==> src/rtl/mem_pkg.sv <==
// Shared memory access types and the request legality check used by the load/store unit.
package mem_pkg;

  typedef enum logic [1:0] {
    BYTE_MEM_ACCESS = 2'b00,
    HALF_MEM_ACCESS = 2'b01,
    WORD_MEM_ACCESS = 2'b10
  } mem_access_t;

  typedef enum logic [1:0] {
    LSU_IDLE   = 2'b00,
    LSU_ACCESS = 2'b01,
    LSU_RESP   = 2'b10
  } lsu_state_t;

  // True when the size encoding is illegal or the address is not naturally aligned.
  function automatic logic access_error(input logic [1:0] size, input logic [1:0] addr_lo);
    case (size)
      BYTE_MEM_ACCESS: return 1'b0;
      HALF_MEM_ACCESS: return addr_lo[0];
      WORD_MEM_ACCESS: return addr_lo != 2'b00;
      default:         return 1'b1;
    endcase
  endfunction

endpackage

==> src/rtl/load_extender.sv <==
// Sign- or zero-extends a right-aligned BYTE/HALF load value to the full data width.
module load_extender
  import mem_pkg::*;
#(
  parameter int DATA_WIDTH = 32
) (
  input  logic [DATA_WIDTH-1:0] data,
  input  logic [1:0]            size,
  input  logic                  is_unsigned,
  output logic [DATA_WIDTH-1:0] ext
);

  logic signed [7:0]  byte_s;
  logic signed [15:0] half_s;

  always_comb begin
    byte_s = data[7:0];
    half_s = data[15:0];
    ext    = data;
    case (size)
      BYTE_MEM_ACCESS: begin
        if (is_unsigned) ext = {{(DATA_WIDTH-8){1'b0}}, data[7:0]};
        else             ext = DATA_WIDTH'(byte_s);
      end
      HALF_MEM_ACCESS: begin
        if (is_unsigned) ext = {{(DATA_WIDTH-16){1'b0}}, data[15:0]};
        else             ext = DATA_WIDTH'(half_s);
      end
      default: ext = data;
    endcase
  end

endmodule

==> src/rtl/load_store_unit.sv <==
// Load/store unit: validates one request at a time, runs a single memory cycle
// for legal requests and returns a registered, extended response.
module load_store_unit
  import mem_pkg::*;
#(
  parameter int DATA_WIDTH = 32
) (
  input  logic                  clk,
  input  logic                  rst,
  input  logic                  req_valid,
  output logic                  req_ready,
  input  logic                  req_write,
  input  logic [1:0]            req_size,
  input  logic                  req_unsigned,
  input  logic [DATA_WIDTH-1:0] req_addr,
  input  logic [DATA_WIDTH-1:0] req_wdata,
  output logic                  rsp_valid,
  input  logic                  rsp_ready,
  output logic [DATA_WIDTH-1:0] rsp_rdata,
  output logic                  rsp_err,
  output logic [DATA_WIDTH-1:0] mem_addr,
  output logic [DATA_WIDTH-1:0] mem_data_in,
  output logic                  mem_write,
  output logic                  mem_read,
  output logic [1:0]            mem_access_type,
  input  logic [DATA_WIDTH-1:0] mem_data_out
);

  lsu_state_t            state, state_nxt;
  logic                  write_p0, unsigned_p0;
  logic [1:0]            size_p0;
  logic [DATA_WIDTH-1:0] addr_p0, wdata_p0;
  logic [DATA_WIDTH-1:0] rdata_p1;
  logic                  err_p1;
  logic                  req_fire, req_bad;
  logic [DATA_WIDTH-1:0] load_ext;

  function automatic logic [DATA_WIDTH-1:0] mask_store(input logic [DATA_WIDTH-1:0] d,
                                                       input logic [1:0] size);
    case (size)
      BYTE_MEM_ACCESS: return {{(DATA_WIDTH-8){1'b0}}, d[7:0]};
      HALF_MEM_ACCESS: return {{(DATA_WIDTH-16){1'b0}}, d[15:0]};
      default:         return d;
    endcase
  endfunction

  assign req_fire = (state == LSU_IDLE) && req_valid;
  assign req_bad  = access_error(req_size, req_addr[1:0]);

  always_ff @(posedge clk or posedge rst) begin
    if (rst) state <= LSU_IDLE;
    else     state <= state_nxt;
  end

  always_comb begin
    state_nxt = state;
    case (state)
      LSU_IDLE:   if (req_valid) state_nxt = req_bad ? LSU_RESP : LSU_ACCESS;
      LSU_ACCESS: state_nxt = LSU_RESP;
      LSU_RESP:   if (rsp_ready) state_nxt = LSU_IDLE;
      default:    state_nxt = LSU_IDLE;
    endcase
  end

  always_comb begin
    req_ready = (state == LSU_IDLE);
    rsp_valid = (state == LSU_RESP);
    mem_read  = (state == LSU_ACCESS) && !write_p0;
    mem_write = (state == LSU_ACCESS) && write_p0;
  end

  // p0: request latched on acceptance; these registers drive the memory port directly.
  always_ff @(posedge clk or posedge rst) begin
    if (rst) begin
      write_p0    <= 1'b0;
      unsigned_p0 <= 1'b0;
      size_p0     <= WORD_MEM_ACCESS;
      addr_p0     <= '0;
      wdata_p0    <= '0;
    end else if (req_fire) begin
      write_p0    <= req_write;
      unsigned_p0 <= req_unsigned;
      size_p0     <= req_size;
      addr_p0     <= req_addr;
      wdata_p0    <= mask_store(req_wdata, req_size);
    end
  end

  load_extender #(.DATA_WIDTH(DATA_WIDTH)) u_load_extender (
    .data        (mem_data_out),
    .size        (size_p0),
    .is_unsigned (unsigned_p0),
    .ext         (load_ext)
  );

  // p1: response captured on error acceptance or at the closing edge of ACCESS.
  always_ff @(posedge clk or posedge rst) begin
    if (rst) begin
      rdata_p1 <= '0;
      err_p1   <= 1'b0;
    end else if (req_fire && req_bad) begin
      rdata_p1 <= '0;
      err_p1   <= 1'b1;
    end else if (state == LSU_ACCESS) begin
      rdata_p1 <= write_p0 ? '0 : load_ext;
      err_p1   <= 1'b0;
    end
  end

  assign rsp_rdata       = rdata_p1;
  assign rsp_err         = err_p1;
  assign mem_addr        = addr_p0;
  assign mem_data_in     = wdata_p0;
  assign mem_access_type = size_p0;

endmodule

==> config.mk <==
export PLATFORM = sky130hd
export DESIGN_NAME = load_store_unit
export DESIGN_NICKNAME = d
export VERILOG_FILES = /design/src/rtl/mem_pkg.sv /design/src/rtl/load_extender.sv /design/src/rtl/load_store_unit.sv
export SDC_FILE = /design/constraint.sdc
export NUM_CORES = 1
export LEC_CHECK = 0
export CORE_MARGIN = 2
export CORE_UTILIZATION = 45
export CTS_CLUSTER_SIZE = 25
export DETAILED_ROUTE_END_ITERATION = 8
export PLACE_DENSITY = 0.88
export REMOVE_ABC_BUFFERS = 1
export SLEW_MARGIN = 10
export SYNTH_ARGS = -nofsm -noshare
export SYNTH_HDL_FRONTEND = slang
export SYNTH_HIERARCHICAL = 1
export SYNTH_SLANG_ARGS = --single-unit
==> constraint.sdc <==
create_clock -name clk -period 6.8 [get_ports clk]
set_clock_uncertainty 0.15 [all_clocks]
set_input_delay 1.36 -clock clk [delete_from_list [all_inputs] [get_ports clk]]
set_output_delay 1.36 -clock clk [all_outputs]
set_load 0.01 [all_outputs]
* Yosys cells after proc, flatten, opt, wreduce, memory -nomap -nowiden
Index checks and enable logic that the tools add are counted.
** Storage, ports and cells
- Word-level logic and storage cells :: 40
- Bits in registers :: 103
- Bits in writable memories :: 0
- Input bits :: 104
- Latch bits :: 0
- Memories :: 0
- Output and inout bits :: 103
- Bits in read-only memories :: 0
** Cells by class
- Divide/modulo/power cells :: 0
- Equality and inequality tests :: 7
- Multiply operators :: 0
- Multiplexer cells :: 14
- Order comparisons :: 0
- Bitwise logic cells :: 0
- Reduce and logical (&&, ||, !) cells :: 11
- Add/sub/neg operators :: 0
- Shift-type cells :: 0
** Operator list (number)
- 2-to-1 mux 32 bit :: 5
- case mux 32 bit (2 select lines) :: 2
- == test 2 x 1 -> 1 bit, second input constant :: 3
- zero test 2 bit :: 3
- 2-to-1 mux 2 bit :: 3
- case mux 2 bit (3 select lines) :: 1
- == test 2 bit, second input constant :: 2
- logical AND 1 bit :: 4
- nonzero test 2 bit :: 2
- case mux 1 bit (3 select lines) :: 1
- 2-to-1 mux 1 bit :: 2
- != test 2 x 1 -> 1 bit, second input constant :: 1
- != test 2 bit, second input constant :: 1
- AND reduction 2 bit :: 1
- zero test 1 bit :: 1

* Longest topological paths before layout
Gate-level depths: netlist of the first run.
- Word-level depth :: 5
- Depth in mapped cells :: 7
- Gate-level depth less buffers :: 4

* By module
Netlist of the first run, hierarchy kept.
** By module, submodules not included
- load_store_unit :: area an instance 4259.1 sq um, times used 1, seq. area each 2578.7 sq um, cells each 360
- load_extender :: area an instance 355.3 sq um, times used 1, seq. area each 0.0 sq um, cells each 67

* Least setup slack after synthesis of the first run
Ideal clock, no wire load.
- Path kind :: reg2out
- Start point :: register state[1]
- End point :: output mem_write
- Path buffers :: 2
- Data required time :: 5290 ps
- Arrival time :: 1198 ps
- Slack :: 4092 ps
- Stages on the path, launching flop included :: 5
- Cells stage by stage :: dfrtp_1 -> nor2b_1 -> clkbuf_1 -> clkbuf_1 -> and2_1
** Between the ends
- Longest elaborated chain between the ends :: 2
** Ends and longest elaborated chain
- start: declaration :: line load_store_unit.sv:29 : lsu_state_t state, state_nxt;
- start signal: assignment :: line load_store_unit.sv:52 : else state <= state_nxt;
- == test 2 x 1 -> 1 bit :: line load_store_unit.sv:69 : mem_write = (state == LSU_ACCESS) && write_p0;
- logical AND 1 bit :: line load_store_unit.sv:69
- end: declaration :: line load_store_unit.sv:23 : output logic mem_write,
Every way passes these cells.

* Final worst setup path of the first run
- Start point :: register state[1]
- End point :: output mem_read
** Between the ends
- Longest elaborated chain between the ends :: 2
** Ends and longest elaborated chain
- == test 2 x 1 -> 1 bit :: line load_store_unit.sv:68 : mem_read = (state == LSU_ACCESS) && !write_p0;
- logical AND 1 bit :: line load_store_unit.sv:68
- end: declaration :: line load_store_unit.sv:24 : output logic mem_read,
Every way passes these cells.

==> metrics, run 1 <==
layout cells sized above 1 11.8%; Total GRT Usage 23.1%; Yosys warnings 6; Setup Buffers After CTS 0; Unique masters post-synth 29; drt first pass iters 5; Initial Utilization 46.8%; Syn Inst Count 427; FFs w/ async S/R, synth 100%; outcome complete, no violations; fmax 272 MHz; slew margin rel. 45.0%; top cells by area, synth dfrtp_1 (55%), mux2_4 (9.8%), o21ai_0 (8.5%); worst setup margin 3120 ps; crit path max fanout 34; DP HPWL 9080 um; CP endpoint kind output pin; Port Buf Inserts 206; max-cap violations 0; XOR/XNOR Fraction of Synth Area 0%; register bit total from synthesis 103; Die W 105 um; synthesis-to-layout area growth 47.7%; Fin. Hold Viols 0; drt total wl 12700 um; Logic pwr share 41.9%; Pins Over Slew Limit 0; Sw Ratio 32.8%; worst vdd ir 198 uV; starting DRC count in detailed routing 146; core region area 9860 um2; Root Buffer clkbuf_8; clock network fraction of total power 15.5%; clock-pin slew of the registers on the worst-case setup and hold paths 110 ps; post-synthesis sequential area ratio 55.9%; first-pass GRT wire length 20500 um; Yosys top cell area share 55.3%; Ant. Diodes 0; Hold WC Path Type reg2reg; cts hold-fix bufs 0; number of synthesized flops with an enable pin 0; Critical R2R Launch state[1]$_DFFE_PP0P_; Nets 709; worst hold start rsp_err$_DFFE_PP0P_; Slew @ Worst Pin 825 ps; H-tree depth 3; post-synth top area cell dfrtp_1; antenna violations before repair 0; Congestion Overflow GR 0; CP Launch Point state[1]$_DFFE_PP0P_; Clock Latency Late Sink 350 ps; num rows 36; Die Area 11100 um2; hold depth 1; Switch Pwr 0.000730 W; main flop type after synthesis dfrtp_1; Clock Sinks 103; Ports 207; WL/cell 17.1 um; CTS Buffer Depth 2; post-synthesis mux area share 13.5%; Worst setup SP type flop; Critical Path RT 5290 ps; largest family of logic cells by synthesized area simple AND/OR/NAND/NOR gates; RSZ-0062 raised after global routing false; Avg Cell Area, Syn 10.8 um2; Synth Area in Simple Gates 16.0%; cts bufs inserted 9; Synth Area in Compound Gates 9.14%; Final Cycle Share 54.1%; Residual DRC 0; Mapped Area 4610 um2; Die Ht 105 um; cts repair resizes 0; Final Critical Period 3680 ps; Setup WS pre-CTS 2590 ps; CTS tree done; P per Cell Area 326 nW/um2; Internal 0.00149 W; Fin Setup TNS 0 ps; largest net degree at the start of global routing 73; critical path type reg2out; Pleak 2.93 nW; cells on worst reg2reg path 3; fin util 69.1%; Synth Area in Adders 0%; Seq pwr share 42.6%; critical path arrival 2170 ps; Setup Viol. Count Final 0; vias in the first global route 4061; GPL Wtd Cong 0.831; drt via density 5.16; Antenna Nets Post-Route 0; detailed-route via count 3831
## cell usage in the layout (no fill, tap or decap), types with 2 or more instances in the layout
cell             netlist  layout
clkinvlp_4             0       2
mux2_2                14      14
inv_6                  0       2
mux2_4                30      30
nand3b_1              32      32
o21ai_0               78      78
dfrtp_1              102     102
buf_4                  9       3
clkdlybuf4s50_1        0     206
a21oi_1                3       3
nor2_1                 4       4
clkbuf_8               0       9
nand2_1              104     104
## synth_stat cells (2+ instances only)
master	count
dfrtp_1	102
mux2_4	30
o21ai_0	78
nand3b_1	32
a21oi_1	3
buf_6	6
mux2_2	14
nand2_1	104
buf_2	4
inv_1	2
nor2_1	4
nor2b_1	2
buf_4	9
clkbuf_1	22
## sequential cells by signal, summed over array words and instances (netlist names)
register	cells
unsigned_p0	1
write_p0	1
rsp_rdata	32
state	2
mem_access_type	2
mem_data_in	32
rsp_err	1
mem_addr	32
## kinds of logic after synthesis
logic type,after synthesis
and+or+nand+nor,151
buffers and inverters,45
muxes,45
AOI/OAI and AO/OA,83
DFF,103
## path summary, 6_finish.rpt
path                            slack, ps                          to
max in group asynchronous            4050        state[0]$_DFFE_PP0P_
worst max-delay path                 3120                    mem_read
min in group asynchronous            1240  mem_data_in[7]$_DFFE_PP0N_
worst max register to register       4410    mem_addr[30]$_DFFE_PP0N_
worst min register to register        330         rsp_err$_DFFE_PP0P_
worst min-delay path                  330         rsp_err$_DFFE_PP0P_
## worst max-delay path, stage by stage, from the launching register on
cell             delay, ps
dfrtp_1                480
nand2b_2               550
nor2_1                 200
clkdlybuf4s50_1        580
## power by group through the flow
stage               Sequential (W)  Combinational (W)  Clock, W
floorplan                  0.00101           0.000323         0
global placement          0.000945           0.000906         0
detailed placement        0.000956           0.000935         0
CTS                       0.000950           0.000938  0.000354
global route              0.000976           0.000997  0.000379
finish                    0.000949           0.000931  0.000345
## through the flow
stage | hold WS [ps] | std cells | power, W | cell area (um2)
after CTS | 341 | 741 | 0.00224 | 6800
after global routing | 364 | 742 | 0.00235 | 6820
final | 334 | 742 | 0.00222 | 6820
after detailed placement | 319 | 726 | 0.00189 | 6630
after floorplan | 346 | 384 | 0.00133 | 4370
after global placement | 311 | 726 | 0.00185 | 6630
## layer usage
metal  up-vias  part of all wire (%)  GRT usage, %
met1      1860                    38          27.6
li1       1773                     -             -
met3        21                   7.6          6.12
met2       177                    52          39.7
met4         0                   2.4          8.67
met5         -                     0             0
## cell type report
type                       count  area, um2
clock buffer                  10        128
clock inverter                 5       41.3
fill                         735       3050
inverter                       2       10.0
multi-input combinational    279       1800
sequential                   103       2580
tap                          133        166
timing repair buffer         210       2100
Note: power is estimated with default switching activity, not from simulation.
==> inputs of run 2 (changes only) <==
--- a/config.mk
+++ b/config.mk
@@ -6,10 +6,10 @@
 export NUM_CORES = 1
 export LEC_CHECK = 0
 export CORE_MARGIN = 2
-export CORE_UTILIZATION = 45
+export CORE_UTILIZATION = 42
 export CTS_CLUSTER_SIZE = 25
 export DETAILED_ROUTE_END_ITERATION = 8
-export PLACE_DENSITY = 0.88
+export PLACE_DENSITY = 0.83
 export REMOVE_ABC_BUFFERS = 1
 export SLEW_MARGIN = 10
 export SYNTH_ARGS = -nofsm -noshare
==> constraint.sdc (replaced) <==
create_clock -name clk -period 3.45 [get_ports clk]
set_clock_uncertainty 0.15 [all_clocks]
set_input_delay 0.69 -clock clk [delete_from_list [all_inputs] [get_ports clk]]
set_output_delay 0.69 -clock clk [all_outputs]
set_load 0.01 [all_outputs]
==> run 2 against run 1 <==
Against the previous run:
- worst setup slack got worse by 2300 ps
- count of clock-buffer cells in the layout is 1 higher
- largest power group is now combinational logic
- critical path type unchanged
- combinational power rose by 100%
- critical endpoint is now mem_access_type[1]
- total power is 100% higher
- via count fell by 1.1%
- highest routed layer unchanged
==> metrics, run 2 (synthesis results as in run 1) <==
outcome complete, no violations; clock network fraction of total power 17.2%; fin util 63.9%; Switch Pwr 0.00142 W; crit path buf inv count 1; critical path type reg2out; clock-pin slew of the registers on the worst-case setup and hold paths 90 ps; CP endpoint kind output pin; critical path arrival 1810 ps; number of fill cells in the layout 866; Final Cycle Share 76.7%; Tot Pwr 0.00447 W; fmax 378 MHz; num rows 38; crit path max fanout 28; Critical Path, Cell by Cell clkdlybuf4s50_1; CTS tree done; cts hold-fix bufs 0; Die Ht 109 um; first-pass GRT wire length 19000 um; synthesis-to-layout area growth 49.4%; Hold WC Path Type reg2reg; worst setup margin 803 ps; Internal 0.00305 W; commonest cells after routing, fill and taps aside clkdlybuf4s50_1 (206), nand2_1 (104), dfrtp_1 (102), o21ai_0 (78), nand3b_1 (32); Clock Latency Late Sink 350 ps; commonest non-fill, non-tap cell in the layout clkdlybuf4s50_1; Pleak 2.98 nW; Slew @ Worst Pin 1130 ps; layout cells sized above 1 12.4%; Clock Sinks 103; worst vdd ir 357 uV; Setup Buffers After CTS 0; Root Buffer clkbuf_8; Die Area 11800 um2; Pins Over Slew Limit 0; cts repair resizes 0; CP Launch Point mem_access_type[1]$_DFFE_PP1N_; antenna violations before repair 0; drt total wl 12200 um; Seq pwr share 41.0%; Logic pwr share 41.8%; worst hold start mem_data_in[19]$_DFFE_PP0N_; Setup WS pre-CTS 367 ps; Reg2Reg Setup Slack 1280 ps; Sw Ratio 31.7%; RSZ-0062 raised after global routing false; Largest stage delay, worst path 830 ps; core region area 10800 um2; Worst setup SP type flop; Critical R2R Launch state[1]$_DFFE_PP0P_; Initial Utilization 42.8%; Critical Path RT 2610 ps; P per Cell Area 648 nW/um2; Die W 109 um; Ant. Diodes 0; H-tree depth 3; cts bufs inserted 9; cell family with most CP delay flip-flops; WL/cell 16.1 um; drt first pass iters 4; Final Critical Period 2650 ps; Total GRT Usage 20.6%; Port Buf Inserts 206; vias in the first global route 3845; drt via density 5.03; GPL Wtd Cong 0.758; largest net degree at the start of global routing 69; starting DRC count in detailed routing 190; Ports 207; Residual DRC 0; slew margin rel. 24.8%; CP max stage cell dfstp_2; Nets 713; Fin. Hold Viols 0; detailed-route via count 3789; Setup Viol. Count Final 0; Congestion Overflow GR 0; max-cap violations 0; DP HPWL 8670 um; Antenna Nets Post-Route 0; CTS Buffer Depth 2
-- run 2: changes by cell type in the layout (fill, tap and decap cells not counted), sizes merged --
| cell | change |
|---|---|
| buf | +4 |
| bufinv | +1 |
| clkbuf | +1 |
| clkinv | +3 |
| clkinvlp | -2 |
| inv | -2 |
-- run 2: power groups by stage --
stage               Clock, W  Sequential, W  Combinational, W
floorplan                  0        0.00199          0.000637
global placement           0        0.00183           0.00184
CTS                 0.000789        0.00184           0.00189
finish              0.000766        0.00183           0.00187
global route        0.000827        0.00188           0.00201
detailed placement         0        0.00185           0.00188
-- run 2: path summary, 6_finish.rpt --
kind | to | cells after the start
worst max register to register | mem_data_in[17]$_DFFE_PP0N_ | 3
min in group asynchronous | rsp_rdata[0]$_DFFE_PP0P_ | 2
worst min-delay path | mem_data_in[19]$_DFFE_PP0N_ | 2
worst min register to register | mem_data_in[19]$_DFFE_PP0N_ | 2
max in group asynchronous | mem_addr[31]$_DFFE_PP0N_ | 3
worst max-delay path | mem_access_type[1] | 1
-- run 2: layout make-up --
cell class	count	area, um2	area share (%)
tap	140	175	2.54
clock buffer	11	141	2.05
inverter	2	10.0	0.145
clock inverter	5	57.6	0.835
multi-input combinational	279	1790	26.0
timing repair buffer	214	2140	31.0
sequential	103	2580	37.4
-- run 2: per-layer routing --
layer	wire (um)	track usage, %	vias to the layer above
met5	0	0	-
met4	224	6.32	0
met3	1020	6.28	17
met2	6140	35.3	153
met1	4780	24.8	1838
li1	-	-	1781
-- run 2: worst reg2reg max path, cell delays in order, from the launching register on --
cell and delay, ps:
dfrtp_1 500, or3b_4 900, buf_4 370, o21ai_0 120
-- run 2: metrics by stage --
step	cell area (um2)	TNS, ps	instances	hold slack (ps)
4_1_cts	6880	0	753	341
3_3_place_gp	6680	0	737	310
6_report	6890	0	754	335
2_1_floorplan	4370	-9400	384	346
3_5_place_dp	6680	0	737	319
5_1_grt	6890	0	754	366
